<file path="src/rtl/multicycle_control_fsm.sv">
// Multicycle LEGv8 sequencer: FETCH/DECODE/EXEC/MEM/WB with req/ready memories,
// a wait-state watchdog, a retired-instruction counter and an absorbing HALT state.
module multicycle_control_fsm #(
    parameter int unsigned MEM_TIMEOUT = 16,
    parameter int unsigned CNT_W       = 32
) (
    input  logic             clk,
    input  logic             reset,
    input  logic [10:0]      opcode,
    input  logic             zero,
    input  logic             imem_ready,
    input  logic             dmem_ready,
    output logic             imem_req,
    output logic             ir_write,
    output logic             dmem_read,
    output logic             dmem_write,
    output logic             reg_to_loc,
    output logic             alu_src,
    output logic [1:0]       alu_op,
    output logic             mem_to_reg,
    output logic             reg_write,
    output logic             pc_write,
    output logic             pc_sel,
    output logic             halted,
    output logic [1:0]       err_code,
    output logic [CNT_W-1:0] retired
);

    localparam int unsigned        WAIT_W    = $clog2(MEM_TIMEOUT + 1);
    localparam logic [WAIT_W-1:0]  WAIT_LAST = WAIT_W'(MEM_TIMEOUT - 1);

    typedef enum logic [2:0] {
        S_FETCH, S_DECODE, S_EXEC, S_MEM, S_WB, S_HALT
    } state_t;

    typedef enum logic [2:0] {
        C_ILL, C_R, C_LDUR, C_STUR, C_CBZ, C_B
    } cls_t;

    typedef enum logic [1:0] {
        E_NONE    = 2'b00,
        E_ILLEGAL = 2'b01,
        E_TIMEOUT = 2'b10
    } err_t;

    state_t            r_state;
    state_t            w_state_next;
    cls_t              r_cls;
    cls_t              w_cls;
    err_t              r_err;
    err_t              w_err_next;
    logic [WAIT_W-1:0] r_wait;
    logic              w_stalled;
    logic [CNT_W-1:0]  r_retired;

    function automatic cls_t decode(input logic [10:0] op);
        casez (op)
            11'b10001011000,
            11'b11001011000,
            11'b10001010000,
            11'b10101010000: decode = C_R;
            11'b11111000010: decode = C_LDUR;
            11'b11111000000: decode = C_STUR;
            11'b10110100???: decode = C_CBZ;
            11'b000101?????: decode = C_B;
            default:         decode = C_ILL;
        endcase
    endfunction

    // The IR is already stable in DECODE, so decode it live there; later states use the latched class.
    always_comb begin
        w_cls = r_cls;
        if (r_state == S_DECODE) begin
            w_cls = decode(opcode);
        end
    end

    always_comb begin
        w_state_next = r_state;
        w_err_next   = r_err;
        imem_req     = 1'b0;
        ir_write     = 1'b0;
        dmem_read    = 1'b0;
        dmem_write   = 1'b0;
        reg_to_loc   = 1'b0;
        alu_src      = 1'b0;
        alu_op       = 2'b00;
        mem_to_reg   = 1'b0;
        reg_write    = 1'b0;
        pc_write     = 1'b0;
        pc_sel       = 1'b0;
        halted       = 1'b0;

        if (r_state == S_DECODE || r_state == S_EXEC || r_state == S_MEM || r_state == S_WB) begin
            case (w_cls)
                C_R:    alu_op = 2'b10;
                C_LDUR: alu_src = 1'b1;
                C_STUR: begin
                    alu_src    = 1'b1;
                    reg_to_loc = 1'b1;
                end
                C_CBZ: begin
                    alu_op     = 2'b01;
                    reg_to_loc = 1'b1;
                end
                default: ;
            endcase
        end

        case (r_state)
            S_FETCH: begin
                imem_req = 1'b1;
                if (imem_ready) begin
                    ir_write     = 1'b1;
                    w_state_next = S_DECODE;
                end else if (r_wait == WAIT_LAST) begin
                    w_state_next = S_HALT;
                    w_err_next   = E_TIMEOUT;
                end
            end
            S_DECODE: begin
                if (w_cls == C_ILL) begin
                    w_state_next = S_HALT;
                    w_err_next   = E_ILLEGAL;
                end else begin
                    w_state_next = S_EXEC;
                end
            end
            S_EXEC: begin
                case (w_cls)
                    C_R:            w_state_next = S_WB;
                    C_LDUR, C_STUR: w_state_next = S_MEM;
                    C_CBZ: begin
                        pc_write     = 1'b1;
                        pc_sel       = zero;
                        w_state_next = S_FETCH;
                    end
                    C_B: begin
                        pc_write     = 1'b1;
                        pc_sel       = 1'b1;
                        w_state_next = S_FETCH;
                    end
                    default: begin
                        w_state_next = S_HALT;
                        w_err_next   = E_ILLEGAL;
                    end
                endcase
            end
            S_MEM: begin
                dmem_read  = (w_cls == C_LDUR);
                dmem_write = (w_cls == C_STUR);
                if (dmem_ready) begin
                    if (w_cls == C_LDUR) begin
                        w_state_next = S_WB;
                    end else begin
                        pc_write     = 1'b1;
                        w_state_next = S_FETCH;
                    end
                end else if (r_wait == WAIT_LAST) begin
                    w_state_next = S_HALT;
                    w_err_next   = E_TIMEOUT;
                end
            end
            S_WB: begin
                reg_write    = 1'b1;
                pc_write     = 1'b1;
                mem_to_reg   = (w_cls == C_LDUR);
                w_state_next = S_FETCH;
            end
            S_HALT: halted = 1'b1;
            default: w_state_next = S_FETCH;
        endcase

        w_stalled = (w_state_next == r_state) && (r_state == S_FETCH || r_state == S_MEM);
    end

    always_ff @(posedge clk) begin
        if (reset) begin
            r_state   <= S_FETCH;
            r_cls     <= C_ILL;
            r_err     <= E_NONE;
            r_wait    <= '0;
            r_retired <= '0;
        end else begin
            r_state <= w_state_next;
            r_err   <= w_err_next;
            if (r_state == S_DECODE) begin
                r_cls <= w_cls;
            end
            // Any state change clears the counter, so it always counts from entry.
            r_wait <= w_stalled ? r_wait + WAIT_W'(1) : '0;
            if (pc_write) begin
                r_retired <= r_retired + CNT_W'(1);
            end
        end
    end

    assign err_code = r_err;
    assign retired  = r_retired;

endmodule

</file>
<file path="config.mk">
export PLATFORM = sky130hd
export DESIGN_NAME = multicycle_control_fsm
export DESIGN_NICKNAME = d
export VERILOG_FILES = /design/src/rtl/multicycle_control_fsm.sv
export SDC_FILE = /design/constraint.sdc
export NUM_CORES = 1
export LEC_CHECK = 0
export CAP_MARGIN = 20
export CORE_ASPECT_RATIO = 2
export CORE_MARGIN = 10
export CORE_UTILIZATION = 45
export CTS_CLUSTER_SIZE = 24
export DETAILED_ROUTE_END_ITERATION = 10
export PLACE_DENSITY = 0.84
export SLEW_MARGIN = 20
export SYNTH_ARGS = -nofsm -noshare
export SYNTH_HDL_FRONTEND = slang
export SYNTH_SLANG_ARGS = --single-unit
</file>
<file path="constraint.sdc">
create_clock -name clk -period 4.1 [get_ports clk]
set_input_delay 0.82 -clock clk [delete_from_list [all_inputs] [get_ports clk]]
set_output_delay 0.82 -clock clk [all_outputs]
set_load 0.02 [all_outputs]
</file>
==> results.md <==
Route:
- The routed design has ~7 mm of wire.
- The detail route stage leaves a number of antenna-violating nets equal to 0.
- The via-per-instance ratio is slightly below 6.
- The detailed router's first-iteration violation count is 154.
- The total via count in the routed design is 2525.
- The final routed DRC violation total is 0.
- The pre-antenna-repair detailed-routing pass consisted of 4 iterations.
- Dividing the detail-routed wire length by the instance count gives approximately 17 µm.

Clock network:
- The cell chosen for the clock root is clkbuf_8.
- The CTS tree is done.
- The total clock sinks is 45.
- The H-tree was split into 2 levels.
- Hold repair after CTS inserted 0 buffers.
- In this run the deepest clock path goes through 2 buffers.
- At the later pin of the worst-skew pair, clock insertion delay measures approximately 300 ps.
- In this run, CTS created clock tree buffers numbering 5.
- After clock tree synthesis, the clock-pin slew on the worst setup and hold paths is approximately 80 ps.

Floorplan:
- The placeable core area is approximately 5200 µm².
- The die width is 72.08 µm.
- The die covers 8949 µm².
- The die is around 120 µm tall.
- The initial core utilization is a little under half.
- The floorplan row count is 37.
- The top-level port count is 63.

Timing:
- The final setup skew is approximately 3.2 ps.
- At the pin with the least slew margin, the transition time is 544.4 ps.
- Setup repair after global routing left no endpoint under its margin.
- The final count of hold timing violations is 0.
- The max-slew violation total from the final report is 0.
- The total of endpoints with negative setup slack in the final report is 0.
- The worst path in the final design needs a cycle of 3840 ps, including I/O delays and setup.
- The highest achievable clock rate is between 200 and 300 MHz.
- The worst max-slew margin expressed relative to the limit is 63.66%.
- The final critical-path share of the clock period is 93.65%.

Synthesis:
- The number of nets in the synthesized netlist is around 330.
- The count of distinct cell types in the synthesized netlist is 43.
- The count of synthesis-stage warnings from yosys is 0.
- The proportion of synthesized flip-flops having asynchronous set or reset is 0%.
- Counting every instance in the synthesized netlist gives just over 300.
- The dominant cell type by area after synthesis is dfxtp_1.
- The share of the synthesized area in the top cell type is a little under two fifths.
- In the post-synthesis netlist, the biggest area contributors are dfxtp_1, nor2_1, xor2_1, xnor2_1, nand4_1.
- The synthesized netlist occupies a cell area of 2441 µm².
- A synthesized cell averages 7.977 µm².
- The count of flip-flops with a built-in enable after synthesis is 0.
- The part of the Yosys area used for sequential elements is 36.90%.
- The synthesized design contains 45 register bits.
- The prevailing post-synth register cell is dfxtp_1.

Flow run:
- Across the run, the number of max-cap violations was 0.

Power:
- The power share of the sequential group is ~38%.
- The power after layout is 1.359 mW.
- The power density normalized to cell area is between 400 and 500 nW/µm².
- The internal power is 0.8591 mW.
- Of the total power, combinational logic draws 39.9%.
- The maximum vdd ir drop is 0.0003821 V.
- The static leakage is 1.239 nW.
- The share of total power dissipated in the clock network is between 20% and 30%.
- The switching portion of total power is 36.78%.
- The switching power summed over all nets is 0.4999 mW.

Setup path:
- The critical path's most frequent cell is nor2b_1.
- The critical path launch point type is an input port.
- Data on the critical path is required at its endpoint by about 3300 ps.
- In this run the worst path has a maximum fanout of 5.
- STA classifies the critical path endpoint as an output pin.
- The category of the critical setup timing path is input port to output pin.
- The critical path goes through clkdlybuf4s50_1, nor4bb_2, nand4_1, o41a_1, nor2b_1, buf_4, nor2b_1, dlygate4sd2_1.
- The cell type of the slowest stage on the worst timing path is clkdlybuf4s50_1.
- The data arrival time at the worst-slack endpoint is approximately 3000 ps.
- On the worst path, the slowest cell contributes a delay of 470 ps.

Layout:
- The finished cells cover between 3000 and 4000 µm².
- The post-route netlist has 7.979% of its cells at a drive strength greater than 1.
- The most common library cell in the layout ignoring fill and taps is clkdlybuf4s50_1.
- The signed area change from the synthesized netlist to the final layout is 35.21%.
- In the layout the commonest cells are clkdlybuf4s50_1, nor2_1, dfxtp_1.
- The count of nets after finishing is 394.
- The number of filler cells placed in the layout is 450.
- The area occupied by registers is 900.9 µm².
- In the final layout, the multi-input gates occupy 1441 µm².
- Excluding fillers, the count of instances in the completed layout stands at 434.
- The number of antenna diodes is 0.

Global routing:
- The number of antenna violations at the first check in global routing is 0.
- Summed over all layers, the global routing overflow is 0.
- Entering global routing, the biggest net connects 28 pins.
- The first global-routing pass estimated 12.19 mm of wire.
- The number of global-route vias before repair is 2604.
- In the global route stage, overall resource usage came out at between 15 and 20%.

Placed design:
- The number of buffer cells added on primary ports is 62.
- The final HPWL from detailed placement is approximately 5.6 mm.
- The total instance count after detailed placement is 426.
- The final weighted congestion in routability-driven placement is 0.8882.
- Once placement finished, the instance area stood at 3187 µm².

Hold path:
- The worst hold-check path type is flop to flop.

Outcome:
- The flow ran to the end, and the final reports show no timing, DRC or antenna violations.
==> final cells by class <==
class                           count  share of cell area, %
Clock buffer                        7                  2.919
Clock inverter                      1                 0.1516
Inverter                           10                  1.137
Multi-Input combinational cell    235                  43.67
Sequential cell                    45                  27.29
Tap cell                           58                  2.199
Timing Repair Buffer               78                  22.63
==> synth_stat cells (all sizes together) (5+ instances only) <==
cell type / number
nor2: 48
dfxtp: 45
nand2: 20
nand4: 20
clkbuf: 15
xor2: 15
a21oi: 14
nand3: 14
xnor2: 14
nor3: 12
o21ai: 10
or3: 10
inv: 9
and3: 7
nor2b: 7
nor4: 6
o211ai: 5
==> cell families (layout without fill, tap and decap cells) <==
kind of cell	count (synthesis)	count (layout)	share of synthesized area (%)
AOI/OAI and AO/OA	42	42	11.23
and+or+nand+nor	158	158	34.39
xor gates and xnor gates	29	29	10.41
DFF	45	45	36.90
muxes	3	3	1.230
buffers and inverters	26	96	4.305
adders and majority gates	3	3	1.538
==> routing by layer <==
metal	GRT usage (%)	part of all wire, %	vias up
li1	-	-	1225
met1	15.59	37	1168
met2	29.29	51	104
met3	5.175	6.3	28
met4	11.44	5.7	0
met5	0	0	-
==> state kept, by name, indices dropped and copies added, names as in the netlist <==
register / cells
r_cls: 3
r_wait: 5
err_code: 2
r_state: 3
retired: 32
==> worst paths after layout <==
kind                            from                  endpoint  slack [ps]  depth (start not counted)
min reg2reg     r_wait[0]$_SDFF_PP0_      r_wait[0]$_SDFF_PP0_         460                          1
min             r_wait[0]$_SDFF_PP0_      r_wait[0]$_SDFF_PP0_         460                          1
max reg2reg  retired[3]$_SDFFE_PP0P_  retired[26]$_SDFFE_PP0P_        1500                          6
max                       opcode[10]                   alu_src         260                          8
==> critical path, delay by kind of cell <==
family | cells | cell delay [ps]
buf+inv | 3 | 980
simple gates | 4 | 830
compound gates | 1 | 380
==> what timing repair did <==
| item | CTS | global route |
|---|---|---|
| endpoints found under the setup margin | 5 | 4 |
| hold endpoints to repair | 0 | 0 |
| gates cloned | 0 | 0 |
| resized for setup | 4 | 4 |
| setup buffers | 0 | 0 |
==> metrics by stage <==
stage / TNS [ps] / util (%) / hold slack [ps] / worst slack (ps)
2_1_floorplan: 0 / - / 417.5 / 275.4
3_3_place_gp: -2.344 / 61.46 / 432.6 / -2.344
3_5_place_dp: -210.0 / 61.46 / 439.0 / -80.93
4_1_cts: 0 / 63.47 / 458.3 / 6.047
5_1_grt: 0 / 63.66 / 494.7 / 74.55
6_report: 0 / 63.66 / 457.2 / 260.5
==> power groups by stage <==
stage                     combinational [mW]  sequential (mW)  clock, mW
after floorplan                        0.328            0.520          0
after global placement                 0.533            0.522          0
after detailed placement               0.541            0.524          0
after CTS                              0.544            0.513      0.309
after global routing                   0.591            0.520      0.327
final                                  0.543            0.514      0.302
Note: power is estimated with default switching activity, not from simulation.
